<file path="src/rtl/clint_defs.sv">
// Shared register offsets, reset constants and small helpers for the CLINT timer.
package clint_defs;

  localparam logic [15:0] CLINT_MSIP        = 16'h0000;
  localparam logic [15:0] CLINT_MTIMECMP_LO = 16'h4000;
  localparam logic [15:0] CLINT_MTIMECMP_HI = 16'h4004;
  localparam logic [15:0] CLINT_MTIME_LO    = 16'hBFF8;
  localparam logic [15:0] CLINT_MTIME_HI    = 16'hBFFC;

  localparam logic [63:0] CLINT_MTIMECMP_RST = 64'hFFFF_FFFF_FFFF_FFFF;

  typedef enum logic [2:0] {
    RegNone,
    RegMsip,
    RegCmpLo,
    RegCmpHi,
    RegTimeLo,
    RegTimeHi
  } clint_reg_e;

  function automatic clint_reg_e clint_decode(input logic [15:0] off);
    clint_reg_e r;
    case (off)
      CLINT_MSIP:        r = RegMsip;
      CLINT_MTIMECMP_LO: r = RegCmpLo;
      CLINT_MTIMECMP_HI: r = RegCmpHi;
      CLINT_MTIME_LO:    r = RegTimeLo;
      CLINT_MTIME_HI:    r = RegTimeHi;
      default:           r = RegNone;
    endcase
    return r;
  endfunction

  // Byte-lane merge of write data into a 32-bit register half.
  function automatic logic [31:0] merge_bytes(input logic [31:0] old_val,
                                              input logic [31:0] data,
                                              input logic [3:0]  strb);
    logic [31:0] res;
    res = old_val;
    for (int b = 0; b < 4; b++) begin
      if (strb[b]) res[8*b +: 8] = data[8*b +: 8];
    end
    return res;
  endfunction

endpackage

</file>
<file path="src/rtl/clint_prescaler.sv">
// mtime prescaler: counts 0..TICK_DIV-1 and flags the wrap cycle as a tick.
module clint_prescaler #(
  parameter int unsigned TICK_DIV = 1
) (
  input  logic clk,
  input  logic rst,
  input  logic clr,
  output logic tick
);

  localparam int unsigned CntW = (TICK_DIV > 1) ? $clog2(TICK_DIV) : 1;

  logic [CntW-1:0] cnt_q, cnt_d;

  always_comb begin
    tick  = (cnt_q == CntW'(TICK_DIV - 1));
    cnt_d = cnt_q + CntW'(1);
    if (clr || tick) cnt_d = '0;
  end

  always_ff @(posedge clk) begin
    if (rst) cnt_q <= '0;
    else     cnt_q <= cnt_d;
  end

endmodule

</file>
<file path="src/rtl/clint_timer.sv">
// Machine timer / software-interrupt block: mtime, mtimecmp and msip on the data bus,
// with a shadowed high half so a LO-then-HI read pair is coherent.
module clint_timer
  import clint_defs::*;
#(
  parameter logic [31:0] BASE_ADDR = 32'h0200_0000,
  parameter int unsigned TICK_DIV  = 1
) (
  input  logic        clk,
  input  logic        rst,
  input  logic [31:0] bus_addr_i,
  input  logic        bus_rd_en_i,
  input  logic        bus_wr_en_i,
  input  logic [31:0] bus_wr_data_i,
  input  logic [3:0]  bus_wr_strb_i,
  output logic [31:0] bus_rd_data_o,
  output logic        bus_rd_valid_o,
  output logic        bus_err_o,
  output logic        timer_irq_o,
  output logic        soft_irq_o,
  output logic [63:0] mtime_o
);

  logic        sel, access, bad, do_rd, do_wr, mtime_wr, tick;
  clint_reg_e  reg_sel;

  logic [63:0] mtime_q, mtime_d;
  logic [63:0] cmp_q, cmp_d;
  logic        msip_q, msip_d;
  logic [31:0] shadow_q, shadow_d;
  logic        shadow_vld_q, shadow_vld_d;
  logic [31:0] rd_data_q, rd_data_d, rd_mux;
  logic        rd_valid_q, err_q, irq_q;

  clint_prescaler #(
    .TICK_DIV(TICK_DIV)
  ) u_prescaler (
    .clk (clk),
    .rst (rst),
    .clr (mtime_wr),
    .tick(tick)
  );

  always_comb begin
    sel      = (bus_addr_i[31:16] == BASE_ADDR[31:16]);
    access   = sel && (bus_rd_en_i || bus_wr_en_i);
    reg_sel  = clint_decode(bus_addr_i[15:0]);
    bad      = access && ((bus_addr_i[1:0] != 2'b00) || (reg_sel == RegNone) ||
                          (bus_rd_en_i && bus_wr_en_i));
    do_rd    = access && !bad && bus_rd_en_i;
    do_wr    = access && !bad && bus_wr_en_i;
    mtime_wr = do_wr && ((reg_sel == RegTimeLo) || (reg_sel == RegTimeHi));
  end

  always_comb begin
    rd_mux = 32'h0;
    case (reg_sel)
      RegMsip:   rd_mux = {31'h0, msip_q};
      RegCmpLo:  rd_mux = cmp_q[31:0];
      RegCmpHi:  rd_mux = cmp_q[63:32];
      RegTimeLo: rd_mux = mtime_q[31:0];
      RegTimeHi: rd_mux = shadow_vld_q ? shadow_q : mtime_q[63:32];
      default:   rd_mux = 32'h0;
    endcase
  end

  always_comb begin
    mtime_d      = mtime_q;
    cmp_d        = cmp_q;
    msip_d       = msip_q;
    shadow_d     = shadow_q;
    shadow_vld_d = shadow_vld_q;
    rd_data_d    = do_rd ? rd_mux : rd_data_q;

    if (tick) mtime_d = mtime_q + 64'd1;

    // A write drops the same-cycle increment; the other half keeps its pre-tick value.
    if (do_wr) begin
      case (reg_sel)
        RegMsip:   if (bus_wr_strb_i[0]) msip_d = bus_wr_data_i[0];
        RegCmpLo:  cmp_d[31:0]  = merge_bytes(cmp_q[31:0], bus_wr_data_i, bus_wr_strb_i);
        RegCmpHi:  cmp_d[63:32] = merge_bytes(cmp_q[63:32], bus_wr_data_i, bus_wr_strb_i);
        RegTimeLo: mtime_d = {mtime_q[63:32],
                              merge_bytes(mtime_q[31:0], bus_wr_data_i, bus_wr_strb_i)};
        RegTimeHi: mtime_d = {merge_bytes(mtime_q[63:32], bus_wr_data_i, bus_wr_strb_i),
                              mtime_q[31:0]};
        default:   ;
      endcase
    end

    if (mtime_wr) begin
      shadow_vld_d = 1'b0;
    end else if (do_rd && (reg_sel == RegTimeLo)) begin
      shadow_d     = mtime_q[63:32];
      shadow_vld_d = 1'b1;
    end else if (do_rd && (reg_sel == RegTimeHi)) begin
      shadow_vld_d = 1'b0;
    end
  end

  always_ff @(posedge clk) begin
    if (rst) begin
      mtime_q      <= 64'h0;
      cmp_q        <= CLINT_MTIMECMP_RST;
      msip_q       <= 1'b0;
      shadow_q     <= 32'h0;
      shadow_vld_q <= 1'b0;
      rd_data_q    <= 32'h0;
      rd_valid_q   <= 1'b0;
      err_q        <= 1'b0;
      irq_q        <= 1'b0;
    end else begin
      mtime_q      <= mtime_d;
      cmp_q        <= cmp_d;
      msip_q       <= msip_d;
      shadow_q     <= shadow_d;
      shadow_vld_q <= shadow_vld_d;
      rd_data_q    <= rd_data_d;
      rd_valid_q   <= do_rd;
      err_q        <= bad;
      irq_q        <= (mtime_q >= cmp_q);
    end
  end

  assign bus_rd_data_o  = rd_data_q;
  assign bus_rd_valid_o = rd_valid_q;
  assign bus_err_o      = err_q;
  assign timer_irq_o    = irq_q;
  assign soft_irq_o     = msip_q;
  assign mtime_o        = mtime_q;

endmodule

</file>
<file path="config.mk">
export PLATFORM = sky130hd
export DESIGN_NAME = clint_timer
export DESIGN_NICKNAME = d
export VERILOG_FILES = /design/src/rtl/clint_defs.sv /design/src/rtl/clint_prescaler.sv /design/src/rtl/clint_timer.sv
export SDC_FILE = /design/constraint.sdc
export NUM_CORES = 1
export LEC_CHECK = 0
export ABC_AREA = 1
export BUFFER_PORTS_ARGS = -buffer_cell sky130_fd_sc_hd__buf_2
export CAP_MARGIN = 5
export CORE_MARGIN = 4
export CORE_UTILIZATION = 64
export DETAILED_ROUTE_END_ITERATION = 10
export PLACE_DENSITY = 0.95
export SYNTH_ARGS = -nofsm -noshare
export SYNTH_HDL_FRONTEND = slang
export SYNTH_SLANG_ARGS = --single-unit
export TNS_END_PERCENT = 20
</file>
<file path="constraint.sdc">
create_clock -name clk -period 2.9 [get_ports clk]
set_clock_uncertainty 0.15 [all_clocks]
set_input_delay 0.58 -clock clk [delete_from_list [all_inputs] [get_ports clk]]
set_output_delay 0.58 -clock clk [all_outputs]
set_load 0.02 [all_outputs]
</file>
* Word-level counts from Yosys, hierarchy flattened
Index checks and enable logic that the tools add are counted.
Storage, ports and cells: register bits 198, input port bits 72, output and inout port bits 100, word-level logic and storage cells 100
Cells by class: add/subtract/negate cells 2, order comparisons 1, eq/ne operators 20, multiplexer cells 12, bitwise operators 2, reductions and logical operators 39
Operators by type and width (number):
- $pmux W32 S5 | 1
- $mux W64 | 2
- $pmux W64 S2 | 1
- $add A64 B1 Y64 const B | 1
- $ge A64 B64 Y1 | 1
- $eq A16 B15 Y1 const B | 2
- $eq A16 B16 Y1 const B | 2
- $mux W32 | 1
- $mux W8 | 4
- $reduce_and A3 Y1 | 9
- $ne A3 B3 Y1 const B | 8
- $reduce_and A2 Y1 | 9
- $eq A16 B10 Y1 const B | 1
- $logic_not A16 Y1 | 1
- $pmux W3 S5 | 1
- $logic_and A1 B1 Y1 | 9
- $eq A3 B2 Y1 const B | 2
- $eq A3 B3 Y1 const B | 2
- $logic_or A1 B1 Y1 | 5
- $ne A2 B2 Y1 const B | 2
- $reduce_bool A2 Y1 | 2
- $reduce_or A2 Y1 | 2
- $eq A3 B1 Y1 const B | 1
- $logic_not A3 Y1 | 1
- other kinds (4) | 6

* Logic depth before layout (Yosys ltp)
word-level depth 12, gate-level depth with buffers 16

* Modules after synthesis
From an unflattened synthesis, not the netlist that was laid out.
Unflattened totals: cell total of the unflattened synthesis 2077, area total of the unflattened synthesis 13027.5 um^2
Modules (own cells, without submodules):
- clint_timer | times used 1, cells each 2074, area an instance 13000.0 um^2, seq. area each 3943.8 um^2
- clint_prescaler | times used 1, cells each 3, area an instance 27.5 um^2, seq. area each 20.0 um^2

* Worst setup path after synthesis
Ideal clock, no wire load.
kind reg-to-reg, from register mtime_q[1] (netlist: mtime_o[1]), to register mtime_q[54] (netlist: mtime_o[54]), setup time 109 ps, arrival 1929 ps, required time 2641 ps, path slack 712 ps, cell stages (with the launch flop) 17, path buffers 0, clock period less this slack 2188 ps, cells stage by stage dfxtp_1 ha_1 nand2_1 nor2_2 nand2_1 inv_1 nand2_1 nor3_1 nand2_1 nor2_1 nand2_1 nand2_1 nand2_1 nand2_1 nand3_1 nand2_1 inv_1
On the way: longest elaborated chain between the ends 4
RTL lines:
- start: declaration | RTL line clint_timer.sv:27 | logic [63:0] mtime_q, mtime_d;
- start signal: assignment | RTL line clint_timer.sv:113 | mtime_q <= mtime_d;
- $add A64 B1 Y64 (*) | RTL line clint_timer.sv:75 | if (tick) mtime_d = mtime_q + 64'd1;
- $mux W64 (*) | RTL line clint_timer.sv:75
- $pmux W64 S2 | RTL line clint_timer.sv:79 | case (reg_sel)
- $mux W64 (*) | RTL line clint_timer.sv:78 | if (do_wr) begin
Mark *: on every way between the ends. The rest lies on a longest branch, timed or not. A chain may end at the register's enable or synchronous reset.

* Final worst setup path
from register mtime_q[9] (netlist: mtime_o[9]), to register mtime_q[56] (netlist: mtime_o[56])
The elaborated chain is that of the path after synthesis.

==> results.py <==
metrics = {
    "routing": {
        "route.detailed.drc": 0,
        "via_count": 15960,
        "drt-initial-drc-count": 2241,
        "drt-total-wl_mm": 53.9,
        "wl_per_cell_um": 21.1,
        "viasPerCell": 6.25,
        "first_pass_iters": 9,
        "ant_nets": 0,
    },
    "cts": {
        "clk_path_buf_depth": 2,
        "cts.repair.resized": 0,
        "htreeDepth": 4,
        "holdBufCountCts": 0,
        "clockRootBuffer": "clkbuf_16",
        "worstSkewPairLatency_ns": 0.45,
        "cts_num_sinks": 198,
        "path_clk_slew_ns": 0.08,
        "cts_tree": "built",
        "post_cts_buffers": 0,
        "tritoncts.num_buffers": 17,
    },
    "setup_path": {
        "cp_cell_sequence": "nand2_1, nor2_1, nand2_1, nor2_1, nand4_1, nor2_1, nand2_1, xor2_1, nand2_1, a21oi_1",
        "timing.rr.start": "mtime_o[9]$_SDFFE_PP0P_",
        "path_delay_family": "simple AND/OR/NAND/NOR gates",
        "path_class": "reg -> reg",
        "reg2reg_slack_ns": 0.13,
        "critPathMaxFanout": 6,
        "crit_path_top_delay_cell": "dfxtp_1",
        "reg2reg_depth": 10,
        "crit_required_ns": 3.13,
        "worstReg2RegEnd": "mtime_o[56]$_SDFFE_PP0P_",
        "crit_start": "mtime_o[9]$_SDFFE_PP0P_",
        "critPathLaunchType": "flip-flop",
        "arrival_ns": 3.00,
        "cp-end-kind": "flip-flop",
        "path_buf_inv": 0,
        "critPathMostFrequentCell": "nand2_1",
        "max_stage_delay_ns": 0.50,
    },
    "logic_synthesis": {
        "ys.flop_type": "dfxtp_1",
        "synth_cells": 2087,
        "syn_nets": 2224,
        "synth.distinct_cells": 45,
        "syn_area_per_cell_um2": 6.45,
        "synthArstFlopShare_pct": 0,
        "synth_edf_count": 0,
        "syn_area_um2": 13500,
        "synth_warnings": 0,
        "yosysSeqAreaShare_pct": 29.4,
        "synth-seq-cells": 198,
    },
    "grt": {
        "met1_usage_pct": 55.9,
        "track_usage_pct": 44.6,
        "top_usage_layer": "met2",
        "antenna_found_initial": 0,
        "grt_pass1_vias": 15255,
        "grt_max_degree": 72,
        "met2_usage_pct": 69.7,
        "grt-ovfl-total": 0,
        "grt_pass1_wl_mm": 83.2,
        "grt_util_met3_pct": 11.2,
    },
    "worst_hold_path": {
        "min_path_type": "in -> reg",
        "min_delay_path_depth": 3,
        "hold_end": "mtime_o[20]$_SDFFE_PP0P_",
        "hp-start": "bus_wr_data_i[20]",
    },
    "power": {
        "p_leak_nw": 7.74,
        "p_sw_share_pct": 27.3,
        "combPwrFrac_pct": 4.9,
        "clockPowerShare_pct": 45.4,
        "ir_drop_mv": 0.385,
        "p_per_area_nw_per_um2": 356,
        "power_frac_seq_pct": 49.7,
        "p_switching_mw": 1.50,
        "internal-power_mw": 3.99,
    },
    "sta": {
        "worst_pin_slew_ns": 0.782,
        "fin_ws_ns": 0.131,
        "whs_ns": 0.260,
        "rsz0062_at_grt": "no",
        "min_period_ns": 2.77,
        "max_freq_mhz": 361,
        "slew_headroom_pct": 47.8,
        "finalCritPeriodShare_pct": 95.5,
        "setup_viol": 0,
        "finalHoldViolCount": 0,
        "slew_viol_final": 0,
        "final.setup.tns_ns": 0,
    },
    "final_layout": {
        "area_delta_synth_final_pct": 14.6,
        "fin_nets": 2406,
        "post_layout_nonfiller_instances": 2554,
        "layout_common_cells": "nand2_1 (598), inv_1 (242), nor2_1 (230), dfxtp_1 (197), buf_2 (171)",
        "layout_commonest_cell": "nand2_1",
        "drive_gt1_share_pct": 15.5,
    },
    "run": {
        "cap_violations": 0,
    },
    "place": {
        "place_congestion": 1.15,
        "placed_cells": 2520,
        "io_buffers": 171,
        "dpl.hpwl_mm": 41.2,
        "dp_slack_ns": 0.249,
    },
    "floorplanning": {
        "initial_core_util_pct": 65.9,
        "die-area_um2": 23400,
        "coreArea_um2": 20400,
        "die_w_um": 153,
        "rows": 52,
        "io_pins": 172,
        "fp.dieH_um": 153,
    },
    "status": {
        "status": "complete, no violations",
    },
}
[worst max path at each step]
| stage | to | slack (ns) | depth (start not counted) |
|---|---|---|---|
| global placement | mtime_o[54]$_SDFFE_PP0P_ | 0.35 | 16 |
| global route | mtime_o[31]$_SDFFE_PP0P_ | 0.01 | 11 |
| floorplan | mtime_o[54]$_SDFFE_PP0P_ | 0.71 | 16 |
| finish | mtime_o[56]$_SDFFE_PP0P_ | 0.13 | 10 |
| CTS | mtime_o[60]$_SDFFE_PP0P_ | 0.30 | 13 |
| detailed placement | shadow_q[22]$_SDFFE_PP0P_ | 0.25 | 13 |
[power by group through the flow]
stage | sequential (mW) | combinational (mW) | clock [mW]
final | 2.72 | 0.271 | 2.49
after detailed placement | 2.79 | 0.257 | 0
after global placement | 2.79 | 0.249 | 0
after floorplan | 2.79 | 0.121 | 0
after global routing | 2.72 | 0.285 | 2.59
after CTS | 2.72 | 0.259 | 2.47
[through the flow]
| step | power (mW) | util [%] | area (µm²) |
|---|---|---|---|
| CTS | 5.45 | 75.5 | 15400 |
| global placement | 3.04 | 72.5 | 14800 |
| global route | 5.60 | 75.5 | 15400 |
| detailed placement | 3.05 | 72.5 | 14800 |
| floorplan | 2.91 | - | 13500 |
| finish | 5.49 | 75.5 | 15400 |
[flip-flops by register name, summed over array words and instances (netlist names), 32 cells and up]
register and cells:
shadow_q 32, bus_rd_data_o 32, cmp_q 64, mtime_o 64
[worst reg2reg max path, delay by kind of cell (launching register included)]
family / cells / cell delay, ns
AOI/OAI and AO/OA: 1 / 0.17
xor gates and xnor gates: 1 / 0.18
and+or+nand+nor: 8 / 1.72
DFF: 1 / 0.50
[cell type report]
cell class / instances / area (µm²)
clock buffers: 18 / 439
flip-flops and latches: 198 / 3970
inverters: 253 / 956
diodes: 2 / 5.00
repair buffers: 244 / 1490
well taps: 270 / 338
fillers: 1584 / 5000
clock inverters: 14 / 171
multi-input cells: 1555 / 8060
[Yosys cell counts, types with 9 or more instances]
master	count	area share, %
buf_2	10	0.37
nand3_1	89	3.3
nand2_2	10	0.46
dfxtp_1	198	29
o211ai_1	56	3.1
o21ai_1	11	0.41
a21oi_1	113	4.2
nand3_4	9	1.2
o21ai_0	155	5.8
clkbuf_1	38	1.1
nand2_1	598	17
nand4_1	56	2.6
nor2_1	230	6.4
inv_2	10	0.28
nor3_1	26	0.97
xor2_1	38	2.5
o211ai_2	10	0.93
ha_1	65	6.0
o22ai_1	32	1.5
buf_6	17	1.4
inv_1	242	6.7
nor2_2	13	0.60
buf_1	9	0.25
[kinds of logic after synthesis]
group,synth area share [%]
AOI/OAI and AO/OA,16.8
xor gates and xnor gates,2.47
adders and majority gates,6.04
buffers and inverters,10.7
DFF,29.4
muxes,0.335
other,0.0279
and+or+nand+nor,34.2
[metal layers]
| metal | wire (µm) | vias to the layer above |
|---|---|---|
| li1 | - | 7212 |
| met1 | 19300 | 7104 |
| met2 | 23300 | 1316 |
| met3 | 7280 | 328 |
| met4 | 3900 | 0 |
| met5 | 0 | - |
(Power assumes the default switching activity.)
